$ cat config.mk
export PLATFORM = sky130hd
export DESIGN_NAME = axi_wr_txn_guard
export DESIGN_NICKNAME = d
export VERILOG_FILES = /design/src/rtl/slv_pkg.sv /design/src/rtl/axi_wr_guard_id_slot.sv /design/src/rtl/axi_wr_txn_guard.sv
export SDC_FILE = /design/constraint.sdc
export NUM_CORES = 1
export LEC_CHECK = 0
export ABC_AREA = 1
export CAP_MARGIN = 10
export CELL_PAD_IN_SITES_DETAIL_PLACEMENT = 0
export CELL_PAD_IN_SITES_GLOBAL_PLACEMENT = 1
export CORE_MARGIN = 2
export CORE_UTILIZATION = 26
export DETAILED_ROUTE_END_ITERATION = 6
export PLACE_DENSITY_LB_ADDON = 0.1
export SLEW_MARGIN = 10
export SYNTH_ARGS = -nofsm -noshare
export SYNTH_HDL_FRONTEND = slang
export SYNTH_SLANG_ARGS = --single-unit
$ cat constraint.sdc
create_clock -name clk_i -period 2.4 [get_ports clk_i]
set_input_delay 0.48 -clock clk_i [delete_from_list [all_inputs] [get_ports clk_i]]
set_output_delay 0.48 -clock clk_i [all_outputs]
set_load 0.005 [all_outputs]
$ cat src/rtl/slv_pkg.sv
// Shared types for the AXI write transaction guard (slv-flavoured bus).
// Contents:
//   - the default dimensions of the guard (MaxUniqIds, MaxTxnsPerId, CntWidth);
//   - cnt_t / txn_cnt_t counter types;
//   - the per-ID slot state enum;
//   - the slv AXI request/response structs.
// IDs on this bus are already remapped to AxiIntIdWidth bits.
package slv_pkg;

  localparam int unsigned MaxUniqIds    = 4;
  localparam int unsigned MaxTxnsPerId  = 12;
  localparam int unsigned CntWidth      = 10;
  localparam int unsigned AxiIntIdWidth = $clog2(MaxUniqIds);
  localparam int unsigned AxiAddrWidth  = 32;
  localparam int unsigned AxiDataWidth  = 32;

  typedef logic [CntWidth-1:0]                cnt_t;
  typedef logic [$clog2(MaxTxnsPerId+1)-1:0]  txn_cnt_t;

  typedef enum logic [1:0] {
    IDLE    = 2'd0,
    BUSY    = 2'd1,
    TIMEOUT = 2'd2
  } slot_state_e;

  typedef logic [AxiIntIdWidth-1:0] id_t;
  typedef logic [AxiAddrWidth-1:0]  addr_t;
  typedef logic [AxiDataWidth-1:0]  data_t;

  typedef struct packed {
    id_t        id;
    addr_t      addr;
    logic [7:0] len;
    logic [2:0] size;
    logic [1:0] burst;
  } aw_chan_t;

  typedef struct packed {
    id_t        id;
    addr_t      addr;
    logic [7:0] len;
    logic [2:0] size;
    logic [1:0] burst;
  } ar_chan_t;

  typedef struct packed {
    data_t                   data;
    logic [AxiDataWidth/8-1:0] strb;
    logic                    last;
  } w_chan_t;

  typedef struct packed {
    id_t        id;
    logic [1:0] resp;
  } b_chan_t;

  typedef struct packed {
    id_t        id;
    data_t      data;
    logic [1:0] resp;
    logic       last;
  } r_chan_t;

  typedef struct packed {
    aw_chan_t aw;
    logic     aw_valid;
    w_chan_t  w;
    logic     w_valid;
    logic     b_ready;
    ar_chan_t ar;
    logic     ar_valid;
    logic     r_ready;
  } slv_req_t;

  typedef struct packed {
    logic    aw_ready;
    logic    ar_ready;
    logic    w_ready;
    b_chan_t b;
    logic    b_valid;
    r_chan_t r;
    logic    r_valid;
  } slv_resp_t;

endpackage

$ cat src/rtl/axi_wr_guard_id_slot.sv
// Per-ID bookkeeping for the write transaction guard.
// Holds these per-ID items:
//   - the outstanding-write count;
//   - the head-of-line latency timer;
//   - the IDLE/BUSY/TIMEOUT state;
//   - the sticky timeout and unexpected-B flags.
// Ports:
//   clk_i, rst_ni       clock, asynchronous active-low reset
//   aw_fire_i, b_fire_i AW / B handshake completed for this ID this cycle
//   clr_i               clears the sticky flags (and the max latency)
//   budget_i            latency budget in cycles, 0 disables timeouts
//   cnt_o               outstanding write count
//   timeout_o           sticky timeout flag
//   unexp_b_o           sticky flag: B seen while count was 0
//   maxlat_o            running max of timer at B (only with AXI_WR_GUARD_MAXLAT_EN)
module axi_wr_guard_id_slot
  import slv_pkg::*;
#(
  parameter  int unsigned MaxTxnsPerId = slv_pkg::MaxTxnsPerId,
  parameter  int unsigned CntWidth     = slv_pkg::CntWidth,
  localparam int unsigned TxnW         = $clog2(MaxTxnsPerId+1)
) (
  input  logic                clk_i,
  input  logic                rst_ni,
  input  logic                aw_fire_i,
  input  logic                b_fire_i,
  input  logic                clr_i,
  input  logic [CntWidth-1:0] budget_i,
  output logic [TxnW-1:0]     cnt_o,
  output logic                timeout_o,
  output logic                unexp_b_o
`ifdef AXI_WR_GUARD_MAXLAT_EN
  ,
  output logic [CntWidth-1:0] maxlat_o
`endif
);

  localparam logic [CntWidth-1:0] TimerMax = '1;

  slot_state_e         state_q, state_d;
  logic [TxnW-1:0]     cnt_q, cnt_d;
  logic [CntWidth-1:0] timer_q, timer_d;
  logic                timeout_q, timeout_d;
  logic                unexp_q, unexp_d;
  logic                set_timeout, set_unexp;

  function automatic logic [CntWidth-1:0] sat_inc(input logic [CntWidth-1:0] v);
    return (v == TimerMax) ? v : v + CntWidth'(1);
  endfunction

  always_comb begin
    cnt_d     = cnt_q;
    set_unexp = b_fire_i && (cnt_q == '0);
    if (aw_fire_i && !b_fire_i) begin
      cnt_d = cnt_q + TxnW'(1);
    end else if (b_fire_i && !aw_fire_i && (cnt_q != '0)) begin
      cnt_d = cnt_q - TxnW'(1);
    end
  end

  always_comb begin
    state_d     = state_q;
    set_timeout = 1'b0;
    unique case (state_q)
      IDLE: begin
        if (aw_fire_i && (cnt_d != '0)) state_d = BUSY;
      end
      BUSY: begin
        if (cnt_d == '0) begin
          state_d = IDLE;
        end else if ((budget_i != '0) && (timer_q >= budget_i)) begin
          state_d     = TIMEOUT;
          set_timeout = 1'b1;
        end
      end
      TIMEOUT: begin
        // No retrigger from here: only a clear returns to BUSY.
        if (cnt_d == '0) state_d = IDLE;
        else if (clr_i)  state_d = BUSY;
      end
      default: state_d = IDLE;
    endcase

    // Timer tracks the age of the oldest write; any B retires the head.
    if ((state_d == IDLE) || (state_q == IDLE) || b_fire_i) timer_d = '0;
    else                                                    timer_d = sat_inc(timer_q);

    // Setting beats a simultaneous clear.
    timeout_d = set_timeout | (timeout_q & ~clr_i);
    unexp_d   = set_unexp   | (unexp_q   & ~clr_i);
  end

  always_ff @(posedge clk_i or negedge rst_ni) begin
    if (!rst_ni) begin
      state_q   <= IDLE;
      cnt_q     <= '0;
      timer_q   <= '0;
      timeout_q <= 1'b0;
      unexp_q   <= 1'b0;
    end else begin
      state_q   <= state_d;
      cnt_q     <= cnt_d;
      timer_q   <= timer_d;
      timeout_q <= timeout_d;
      unexp_q   <= unexp_d;
    end
  end

  assign cnt_o     = cnt_q;
  assign timeout_o = timeout_q;
  assign unexp_b_o = unexp_q;

`ifdef AXI_WR_GUARD_MAXLAT_EN
  logic [CntWidth-1:0] maxlat_q, maxlat_d;

  // A B in the same cycle as a clear still gets recorded.
  always_comb begin
    maxlat_d = clr_i ? '0 : maxlat_q;
    if (b_fire_i && (timer_q > maxlat_d)) maxlat_d = timer_q;
  end

  always_ff @(posedge clk_i or negedge rst_ni) begin
    if (!rst_ni) maxlat_q <= '0;
    else         maxlat_q <= maxlat_d;
  end

  assign maxlat_o = maxlat_q;
`endif

endmodule

$ cat src/rtl/axi_wr_txn_guard.sv
// In-line AXI write transaction guard, upstream of the monitor core.
// Function:
//   - counts outstanding writes per internal ID;
//   - stalls AW for an ID that already has MaxTxnsPerId writes in flight;
//   - flags per ID a write that outlives budget_i cycles, and a B with no
//     matching outstanding write.
// AR/R/W/B pass through combinationally.
// Optional feature: define AXI_WR_GUARD_MAXLAT_EN to add maxlat_o.
// Ports:
//   clk_i, rst_ni            clock, asynchronous active-low reset
//   slv_req_i / slv_rsp_o    upstream side (from the ID remapper)
//   mst_req_o / mst_rsp_i    downstream side (monitor core / subordinate)
//   budget_i                 per-write cycle budget, 0 disables timeouts
//   clr_i                    per-ID pulse clearing sticky flags
//   outstanding_o            packed per-ID outstanding counts
//   timeout_o, unexp_b_o     sticky per-ID flags
//   irq_o                    registered OR of all flags
//   maxlat_o                 packed per-ID max latency (AXI_WR_GUARD_MAXLAT_EN only)
module axi_wr_txn_guard
  import slv_pkg::*;
#(
  parameter  int unsigned MaxUniqIds   = slv_pkg::MaxUniqIds,
  parameter  int unsigned MaxTxnsPerId = slv_pkg::MaxTxnsPerId,
  parameter  int unsigned CntWidth     = slv_pkg::CntWidth,
  parameter  type         req_t        = slv_req_t,
  parameter  type         rsp_t        = slv_resp_t,
  localparam int unsigned TxnW         = $clog2(MaxTxnsPerId+1)
) (
  input  logic                         clk_i,
  input  logic                         rst_ni,
  input  req_t                         slv_req_i,
  output rsp_t                         slv_rsp_o,
  output req_t                         mst_req_o,
  input  rsp_t                         mst_rsp_i,
  input  logic [CntWidth-1:0]          budget_i,
  input  logic [MaxUniqIds-1:0]        clr_i,
  output logic [MaxUniqIds*TxnW-1:0]   outstanding_o,
  output logic [MaxUniqIds-1:0]        timeout_o,
  output logic [MaxUniqIds-1:0]        unexp_b_o,
  output logic                         irq_o
`ifdef AXI_WR_GUARD_MAXLAT_EN
  ,
  output logic [MaxUniqIds*CntWidth-1:0] maxlat_o
`endif
);

  logic [TxnW-1:0]       cnt [MaxUniqIds];
  logic                  aw_gated;
  logic [MaxUniqIds-1:0] aw_fire;
  logic [MaxUniqIds-1:0] b_fire;

  // Gate uses only the registered count, so aw_ready never depends on aw_valid.
  always_comb begin
    aw_gated = 1'b0;
    for (int unsigned i = 0; i < MaxUniqIds; i++) begin
      if ((32'(slv_req_i.aw.id) == i) && (cnt[i] == TxnW'(MaxTxnsPerId))) aw_gated = 1'b1;
    end
  end

  always_comb begin
    mst_req_o          = slv_req_i;
    mst_req_o.aw_valid = slv_req_i.aw_valid & ~aw_gated;
    slv_rsp_o          = mst_rsp_i;
    slv_rsp_o.aw_ready = mst_rsp_i.aw_ready & ~aw_gated;
  end

  always_comb begin
    aw_fire = '0;
    b_fire  = '0;
    for (int unsigned i = 0; i < MaxUniqIds; i++) begin
      aw_fire[i] = mst_req_o.aw_valid & mst_rsp_i.aw_ready & (32'(slv_req_i.aw.id) == i);
      b_fire[i]  = mst_rsp_i.b_valid & slv_req_i.b_ready & (32'(mst_rsp_i.b.id) == i);
    end
  end

  for (genvar g = 0; g < MaxUniqIds; g++) begin : gen_slot
    axi_wr_guard_id_slot #(
      .MaxTxnsPerId (MaxTxnsPerId),
      .CntWidth     (CntWidth)
    ) i_slot (
      .clk_i     (clk_i),
      .rst_ni    (rst_ni),
      .aw_fire_i (aw_fire[g]),
      .b_fire_i  (b_fire[g]),
      .clr_i     (clr_i[g]),
      .budget_i  (budget_i),
      .cnt_o     (cnt[g]),
      .timeout_o (timeout_o[g]),
      .unexp_b_o (unexp_b_o[g])
`ifdef AXI_WR_GUARD_MAXLAT_EN
      ,
      .maxlat_o  (maxlat_o[g*CntWidth +: CntWidth])
`endif
    );

    assign outstanding_o[g*TxnW +: TxnW] = cnt[g];
  end

  always_ff @(posedge clk_i or negedge rst_ni) begin
    if (!rst_ni) irq_o <= 1'b0;
    else         irq_o <= |{timeout_o, unexp_b_o};
  end

endmodule

==> out/metrics.cfg <==
[finish]
fin_nets=1171
multi_input_area_sq_um=3550
fillCellCount=2844
area_growth_pct=17.3
regArea_sq_um=1830
final_area_sq_um=8100
final_layout_size_suffix_gt1_share_pct=25.3
antennaDiodeCount=0

[sta]
relSlewSlack_pct=62.3
rsz0062_at_grt=true
post-route-min-period_ns=2.40
tightest_slew_ns=0.566
timing.fmax_mhz=416
finalHoldViolCount=0
skew_ns=0.00530
final_max_slew_viol_count=0
setup_viol=6
setup_slack_ns=-0.00436
fin_crit_sh_pct=100

[pwr]
internal-power_mw=3.89
p_sw_share_pct=35.3
power_density_nw_per_um2=741
pwr-share-comb_pct=46.3
p_switching_mw=2.12
finalPower_mw=6.01
p_leak_nw=3.69
ir_drop_mv=0.499
pwr-share-seq_pct=26.9
clock_power_share_pct=26.7

[run]
maxCapViolations=0

[setup_path]
crit_slowest_cell=dfrtp_1
arrival_ns=2.63
cp-end-kind=flip-flop
critPathMaxStageDelay_ns=0.36
crit_top_cell=nor2_1
startpoint_type=flip-flop
cp_max_fo=5
critical_path_class=flip-flop to flip-flop
crit_family=simple AND/OR/NAND/NOR gates
path_cells=inv_2 > ha_2 > nand3_1 > nor2_1 > nor2_1 > nand3_2 > buf_6 > nor2_4 > clkbuf_16 > buf_6 > nand4_1 > nand3_1 > nand2_2 > nor2_2 > nand2_2 > o2111ai_4 > clkbuf_16 > nor2_1
path_buf_inv=5
cp.required_ns=2.63

[place]
dpl-instance-area_sq_um=7040
dp_hpwl_microns=13800
routabilityCongestion=0.808
port_buffers=56

[die]
die_area_sq_um=27900
core_area_sq_um=26100
initial_core_util_pct=26.5
die_h_microns=167
num_rows=59
ios=405
die_x_microns=167

[clocking]
path_clk_slew_ns=0.06
hold_buffers=0
clock-root-buffer=clkbuf_16
tritoncts=done
cts_num_sinks=73
clk_latency_ns=0.34
cts_buffers=9
cts.htree.levels=3
clockBufferDepth=2

[synthesis]
yosys-top-cells-count=buf_4, nand2_1, inv_1
ys_ff_latch=73
synthTopCellsByArea=dfrtp_1, buf_4, ha_1
ys_async_sr_fraction_pct=100
yosysWarnings=0
synth_edf_count=0
synth_cells=938
yosysMostFrequentCell=buf_4
synthesis.area_sq_um=6910
yosysUniqueCellTypes=31
synth_largest_area_cell=dfrtp_1
ys_seq_area_share_pct=26.4
avgSynthCellArea_sq_um=7.36
synth_nets=1192
yosysTopAreaCellShare_pct=26.4
synth_flop_cell=dfrtp_1

[global_routing]
grt_pass1_wl_microns=28600
first_global_vias=5465
antenna_found_initial=0
overflow=0
grt_max_degree=39
track_usage_pct=12.8

[routing]
wl_met1_microns=8930
drtAntennaViolNets=0
num_vias=5544
drt-vias-per-instance=4.41
finalWirelength_microns=18100
maxUsedRoutingLayer=met4
met3_length_microns=883
wl_per_cell_microns=14.4
drc=0
first_pass_iters=4
drt_iter0_drc=222
routed-wl-met2_microns=8080

[worst_hold_path]
min_path_type=input port to asynchronous set/reset pin

[run_status]
violations=setup timing
status=finished, violations left

[power by group through the flow]
stage | sequential, mW | clock [mW] | combinational, mW
after CTS | 1.61 | 1.67 | 2.52
after global placement | 1.63 | 0 | 2.31
after global routing | 1.65 | 1.73 | 3.10
after floorplan | 1.63 | 0 | 1.30
final | 1.62 | 1.61 | 2.78
after detailed placement | 1.63 | 0 | 2.28
[cells by family after synthesis]
logic type | synth area share [%]
AOI/OAI and AO/OA | 7.17
and+or+nand+nor | 26.5
buffers and inverters | 27.5
muxes | 0.290
adders and majority gates | 10.1
DFF | 26.4
xor gates and xnor gates | 1.90
[cell type report]
class	count	share of cell area, %
clock buffers	11	3.00
well taps	335	5.17
multi-input cells	549	43.8
flip-flops and latches	73	22.5
repair buffers	158	18.2
inverters	126	5.99
clock inverters	5	1.27
[cells in the final DEF (no fill, tap or decap), types with 6 or more instances in the layout]
master           count
a21oi_1             16
inv_2               15
ha_1                44
nor4_1               6
nand4_1             29
inv_1              106
o21ai_0             30
ha_4                10
nand2_1            140
nor2_4              19
dfrtp_1             73
clkbuf_16           12
nand2_2             19
nand3_2             10
buf_4               88
xor2_1              13
nor2_1              84
clkdlybuf4s50_1     46
nor3_1              17
nand3_1             50
nor2_2              19
[sequential cells by signal, summed over array words and instances (netlist names)]
name	flops
gen_slot.i_slot.timer_q	40
irq_o	1
gen_slot.i_slot.unexp_b_o	4
gen_slot.i_slot.cnt_o	16
gen_slot.i_slot.state_q	8
gen_slot.i_slot.timeout_o	4
[what timing repair did]
item / in CTS / in global routing
resized for setup: 37 / 87
hold endpoints to repair: 0 / 0
buffers inserted: 11 / 15
pin swaps: 11 / 24
gates cloned: 1 / 3
endpoints found under the setup margin: 42 / 51
[routing by layer]
metal / track usage [%] / vias to the layer above
met1: 17.2 / 2572
li1: - / 2793
met5: 0 / -
met3: 4.09 / 21
met2: 20.0 / 158
met4: 3.04 / 0
[path summary, 6_finish.rpt]
path | slack (ns) | endpoint | cells after the start | startpoint
setup / recovery | -0.004 | gen_slot[1].i_slot.timer_q[1] | 18 | gen_slot[1].i_slot.cnt_o[0]
hold / removal | 0.11 | gen_slot[1].i_slot.timer_q[4] | 1 | rst_ni
setup reg to reg | -0.004 | gen_slot[1].i_slot.timer_q[1] | 18 | gen_slot[1].i_slot.cnt_o[0]
hold reg to reg | 0.54 | irq_o | 2 | gen_slot[2].i_slot.timeout_o
max in group asynchronous | 1.65 | gen_slot[2].i_slot.timer_q[8] | 2 | rst_ni
min in group clk_i | 0.54 | irq_o | 2 | gen_slot[2].i_slot.timeout_o
[metrics by stage]
stage	cells	setup WS [ns]	hold WS [ns]	TNS (ns)	utilization (%)
global route	1257	-0.165	0.152	-4.97	31.1
floorplan	938	0.303	0.184	0	-
CTS	1241	0.000791	0.135	0	29.3
global placement	1213	-0.542	0.498	-23.28	27.0
detailed placement	1213	-0.595	0.511	-25.13	27.0
finish	1257	-0.00436	0.108	-0.0156	31.1
No activity file was read; power rests on OpenSTA's default activity.
